### config.mk
export PLATFORM = sky130hd
export DESIGN_NAME = garage_door_plant
export DESIGN_NICKNAME = d
export VERILOG_FILES = /design/src/rtl/garage_door_plant.sv
export SDC_FILE = /design/constraint.sdc
export NUM_CORES = 1
export LEC_CHECK = 0
export CORE_UTILIZATION = 48
export CTS_CLUSTER_SIZE = 10
export DETAILED_ROUTE_END_ITERATION = 8
export GPL_ROUTABILITY_DRIVEN = 0
export PLACE_DENSITY = 0.76
export SLEW_MARGIN = 20
export SYNTH_ARGS = -nofsm -noshare
export SYNTH_HDL_FRONTEND = slang
export SYNTH_SLANG_ARGS = --single-unit
### constraint.sdc
create_clock -name clk -period 1.9 [get_ports clk]
set_input_delay 0.19 -clock clk [delete_from_list [all_inputs] [get_ports clk]]
set_output_delay 0.19 -clock clk [all_outputs]
set_load 0.01 [all_outputs]
### src/rtl/garage_door_plant.sv
// Behavioural garage door plant: turns UP_M/DN_M motor commands into door travel
// and Up_Max/Dn_Max limit switches, with motor spin-up and stall/illegal-command faults.
module garage_door_plant #(
    parameter int TRAVEL_CYCLES = 8,
    parameter int SPINUP_CYCLES = 2,
    parameter int STALL_CYCLES  = 4,
    parameter int POS_W         = 8
) (
    input  logic             clk,
    input  logic             reset,
    input  logic             UP_M,
    input  logic             DN_M,
    output logic             Up_Max,
    output logic             Dn_Max,
    output logic [POS_W-1:0] position,
    output logic             moving_up,
    output logic             moving_dn,
    output logic             fault
);

    localparam int SPIN_W  = (SPINUP_CYCLES > 1) ? $clog2(SPINUP_CYCLES) : 1;
    localparam int STALL_W = (STALL_CYCLES > 1) ? $clog2(STALL_CYCLES) : 1;

    localparam logic [POS_W-1:0]   POS_TOP    = POS_W'(TRAVEL_CYCLES);
    localparam logic [POS_W-1:0]   POS_TOP_M1 = POS_W'(TRAVEL_CYCLES - 1);
    localparam logic [POS_W-1:0]   POS_ONE    = POS_W'(1);
    localparam logic [SPIN_W-1:0]  SPIN_LAST  = SPIN_W'(SPINUP_CYCLES - 1);
    localparam logic [STALL_W-1:0] STALL_LAST = STALL_W'(STALL_CYCLES - 1);

    typedef enum logic [2:0] {
        IDLE,
        SPIN_UP,
        SPIN_DN,
        MOVE_UP,
        MOVE_DN,
        FAULT
    } state_t;

    state_t             state;
    logic [SPIN_W-1:0]  spin_cnt;
    logic [STALL_W-1:0] stall_cnt;
    logic               up;
    logic               dn;
    logic               both;

    assign up   = UP_M & ~DN_M;
    assign dn   = DN_M & ~UP_M;
    assign both = UP_M & DN_M;

    assign Up_Max    = (position == POS_TOP);
    assign Dn_Max    = (position == '0);
    assign moving_up = (state == MOVE_UP);
    assign moving_dn = (state == MOVE_DN);
    assign fault     = (state == FAULT);

    always_ff @(posedge clk) begin
        if (reset) begin
            state     <= IDLE;
            position  <= '0;
            spin_cnt  <= '0;
            stall_cnt <= '0;
        end else begin
            // Stall run length only survives consecutive stall edges in IDLE.
            stall_cnt <= '0;
            if (state != FAULT && both) begin
                state <= FAULT;
            end else begin
                unique case (state)
                    IDLE: begin
                        if (up && !Up_Max) begin
                            state    <= SPIN_UP;
                            spin_cnt <= '0;
                        end else if (dn && !Dn_Max) begin
                            state    <= SPIN_DN;
                            spin_cnt <= '0;
                        end else if ((up && Up_Max) || (dn && Dn_Max)) begin
                            if (stall_cnt == STALL_LAST) state <= FAULT;
                            else stall_cnt <= stall_cnt + STALL_W'(1);
                        end
                    end
                    SPIN_UP: begin
                        if (up) begin
                            if (spin_cnt == SPIN_LAST) state <= MOVE_UP;
                            else spin_cnt <= spin_cnt + SPIN_W'(1);
                        end else if (dn) begin
                            state    <= SPIN_DN;
                            spin_cnt <= '0;
                        end else begin
                            state <= IDLE;
                        end
                    end
                    SPIN_DN: begin
                        if (dn) begin
                            if (spin_cnt == SPIN_LAST) state <= MOVE_DN;
                            else spin_cnt <= spin_cnt + SPIN_W'(1);
                        end else if (up) begin
                            state    <= SPIN_UP;
                            spin_cnt <= '0;
                        end else begin
                            state <= IDLE;
                        end
                    end
                    MOVE_UP: begin
                        // A reversal can land here already at the limit; stop without moving.
                        if (up) begin
                            if (Up_Max) begin
                                state <= IDLE;
                            end else begin
                                position <= position + POS_ONE;
                                if (position == POS_TOP_M1) state <= IDLE;
                            end
                        end else if (dn) begin
                            state    <= SPIN_DN;
                            spin_cnt <= '0;
                        end else begin
                            state <= IDLE;
                        end
                    end
                    MOVE_DN: begin
                        if (dn) begin
                            if (Dn_Max) begin
                                state <= IDLE;
                            end else begin
                                position <= position - POS_ONE;
                                if (position == POS_ONE) state <= IDLE;
                            end
                        end else if (up) begin
                            state    <= SPIN_UP;
                            spin_cnt <= '0;
                        end else begin
                            state <= IDLE;
                        end
                    end
                    FAULT: begin
                        state <= FAULT;
                    end
                    default: begin
                        state <= IDLE;
                    end
                endcase
            end
        end
    end

endmodule

==> metrics.md, run 1 <==
| Metric | Value |
|---|---|
| Failing checks | negative setup slack |
| Final ANT Viol Nets | 0 |
| Ys Warns | 0 |
| Max Slew Vio Count | 0 |
| Worst min path class | reg -> reg |
| Vias post-DR | 1448 |
| Critical path fanouts, max | 6 |
| Max transition margin | 0.7193 |
| CTS sink count | 14 |
| Pre-CTS setup slack | -0.4681 ns |
| Die width | 51.63 µm |
| Post-synth top area share | 0.2370 |
| Clock Latency Late Sink | 0.29 ns |
| CORE AREA | 2276 µm² |
| Final Core Density | 0.8048 |
| First-pass GRT wire length | 6030 µm |
| Root buf cell | clkbuf_4 |
| Final setup viols | 2 |
| Worst Slack Setup Final | -0.03588 ns |
| Synthesized net count | 170 |
| Die Ht | 51.63 µm |
| Leakage dissipation | 0.8055 nW |
| PwrDens | 1027 nW/µm² |
| CTS buffer count | 3 |
| Post-Route Setup TNS | -0.05153 ns |
| WHS | 0.4301 ns |
| Port Buf Inserts | 16 |
| Asr flop ratio synth | 0 |
| Final routed DRC violation total | 0 |
| Area leader, netlist | dfxtp_1 |
| Total gr overflow | 0 |
| CP Data Required Time | 2.09 ns |
| Critical Path Most Common Cell | buf_6 |
| Average size of a mapped cell | 7.579 µm² |
| Commonest non-fill, non-tap cell in the layout | buf_4 |
| Vias in the first global route | 1238 |
| Fin crit share | 1.019 |
| Cts hold-fix bufs | 0 |
| Per-cell routed wire length | 17.60 µm |
| Die ar. | 2666 µm² |
| Worst-Margin Slew | 0.4211 ns |
| WL final | 4171 µm |
| Yosys cell types | 46 |
| Crit start category | flip-flop |
| Final min period | 1.936 ns |
| Initial DRC Count | 112 |
| Largest net degree at the start of global routing | 14 |
| Post-synth EDFFs | 0 |
| Initial antenna violation count | 0 |
| Nets | 224 |
| Dpl hpwl | 2600 µm |
| Slowest CP cell | dfxtp_1 |
| GRT Total Usage | 0.3081 |
| Critical Path AT | 2.12 ns |
| CTS tree | built |
| P&R area growth vs syn | 54.92% |
| First-pass iteration count of the detailed router | 4 |
| Starting Density | 0.5195 |
| Worst-path clk slew | 0.09 ns |
| Overall Power | 1.881 mW |
| I/O pin count | 17 |
| Slowest stage delay, CP | 0.36 ns |
| Worst path cell trace | nor4_4 > and3_4 > buf_6 > buf_6 > a221oi_4 > buf_6 > o211ai_1 > xor2_1 > nor2_1 |
| FF+latch count, synth | 14 |
| Register area share after synthesis | 0.2370 |
| Unrepaired setup endpoints after global routing | yes |
| Mapped Cells | 156 |
| Commonest cells after routing, fill and taps aside | 39 x buf_4, 20 x nor2_1, 13 x nand2_1, 10 x clkdlybuf4s50_1, 8 x ha_1 |
| Inserted Diodes | 0 |
| Layout cell share with drive strength beyond 1 | 0.3636 |
| CTS H-Tree Depth | 1 |
| Max Cap Viol | 0 |
| Synthesized cell area | 1182 µm² |
| Synth top area cells | dfxtp_1 24%, ha_1 11%, nor2_1 6.7%, nand2_1 4.1%, o21ai_0 3.8% |
| Final-report hold violation count | 0 |
| Critical setup path kind | reg -> reg |
| Status | finished with violations |
| CP endpoint kind | flip-flop |
| Maximum vdd ir drop | 0.0009752 V |
| Worst Clk Skew | 0.01107 ns |
| Via-to-Cell Ratio | 6.110 |
| Number of core rows | 17 |
| Ys flop type | dfxtp_1 |
| Fmax | 516.6 MHz |
| CTS max path bufs | 2 |
==> cell usage after synthesis (2+ instances only) <==
master / number
clkbuf_1: 7
o21ai_0: 9
xor2_1: 5
and3_1: 3
xnor2_1: 3
and3b_1: 2
nor2_1: 21
nand3_1: 6
nand4_1: 2
o21ai_1: 2
nand3b_1: 4
buf_2: 2
nor3_1: 2
a31oi_1: 2
ha_1: 10
nor4_1: 2
a21o_1: 2
a41o_1: 2
nand2_1: 13
dfxtp_1: 14
a21oi_1: 7
inv_1: 10
a211oi_1: 3
==> registers in the layout, summed over array words and instances (netlist names) <==
register	count
stall_cnt	2
state	3
spin_cnt	1
position	8
==> layer usage <==
metal | GRT usage | part of all wire | vias to the layer above
li1 | - | - | 658
met1 | 0.4014 | 0.40 | 675
met2 | 0.5000 | 0.46 | 93
met3 | 0.07602 | 0.099 | 22
met4 | 0.08559 | 0.038 | 0
met5 | 0 | 0 | -
==> final cells by class <==
cell class | count | area [µm²]
clock buffers | 4 | 36.28
multi-input cells | 121 | 919.6
flip-flops and latches | 14 | 292.8
repair buffers | 59 | 501.7
inverters | 11 | 46.29
fillers | 131 | 444.2
well taps | 28 | 35.03
==> worst paths after layout <==
| check | cells past startpoint | end | slack (ns) | startpoint |
|---|---|---|---|---|
| max | 9 | position[6]$_SDFFE_PP0P_ | -0.04 | position[6]$_SDFFE_PP0P_ |
| min | 1 | stall_cnt[0]$_SDFF_PP0_ | 0.43 | stall_cnt[0]$_SDFF_PP0_ |
| max reg2reg | 9 | position[6]$_SDFFE_PP0P_ | -0.04 | position[6]$_SDFFE_PP0P_ |
| min reg2reg | 1 | stall_cnt[0]$_SDFF_PP0_ | 0.43 | stall_cnt[0]$_SDFF_PP0_ |
==> critical path: cells and delay by family (launching register included) <==
family | cells | cell delay [ns]
flops | 1 | 0.36
compound gates | 2 | 0.20
buf+inv | 3 | 0.35
xor+xnor | 1 | 0.21
simple gates | 3 | 0.70
==> per-stage QoR <==
stage | instance area, µm² | cells
floorplan | 1186 | 156
global placement | 1600 | 225
detailed placement | 1600 | 225
CTS | 1720 | 231
global route | 1832 | 237
finish | 1832 | 237
==> power by group <==
part / internal [mW] / total (mW) / switching [mW]
Combinational: 0.628 / 1.29 / 0.659
Clock: 0.117 / 0.220 / 0.103
Sequential: 0.341 / 0.374 / 0.0329
Total: 1.09 / 1.88 / 0.795
==> timing repair <==
action,CTS,global route
gates resized for setup,20,22
pin swaps,3,9
gates cloned,0,0
setup buffers,2,6
endpoints found under the setup margin,11,15
==> cell families after synthesis <==
kind of cell,count (synthesis),share of synthesized area
AO/OA/AOI/OAI,38,0.2307
AND/OR/NAND/NOR,63,0.2730
buffers and inverters,21,0.07620
adder cells (fa/ha/maj),10,0.1058
multiplexers,2,0.01799
XOR/XNOR,8,0.05926
flip-flops,14,0.2370
(Power assumes the default switching activity.)
==> inputs of run 2 (changes only) <==
Settings changed: SLEW_MARGIN 20 to unset.
==> results of run 2 <==
The final DEF is identical to that of run 1; final timing and power are the same.
==> inputs of run 3 (changes only) <==
Settings changed: HOLD_SLACK_MARGIN set to 0.15.
==> results of run 3 <==
The final DEF is identical to that of run 1; final timing and power are the same.
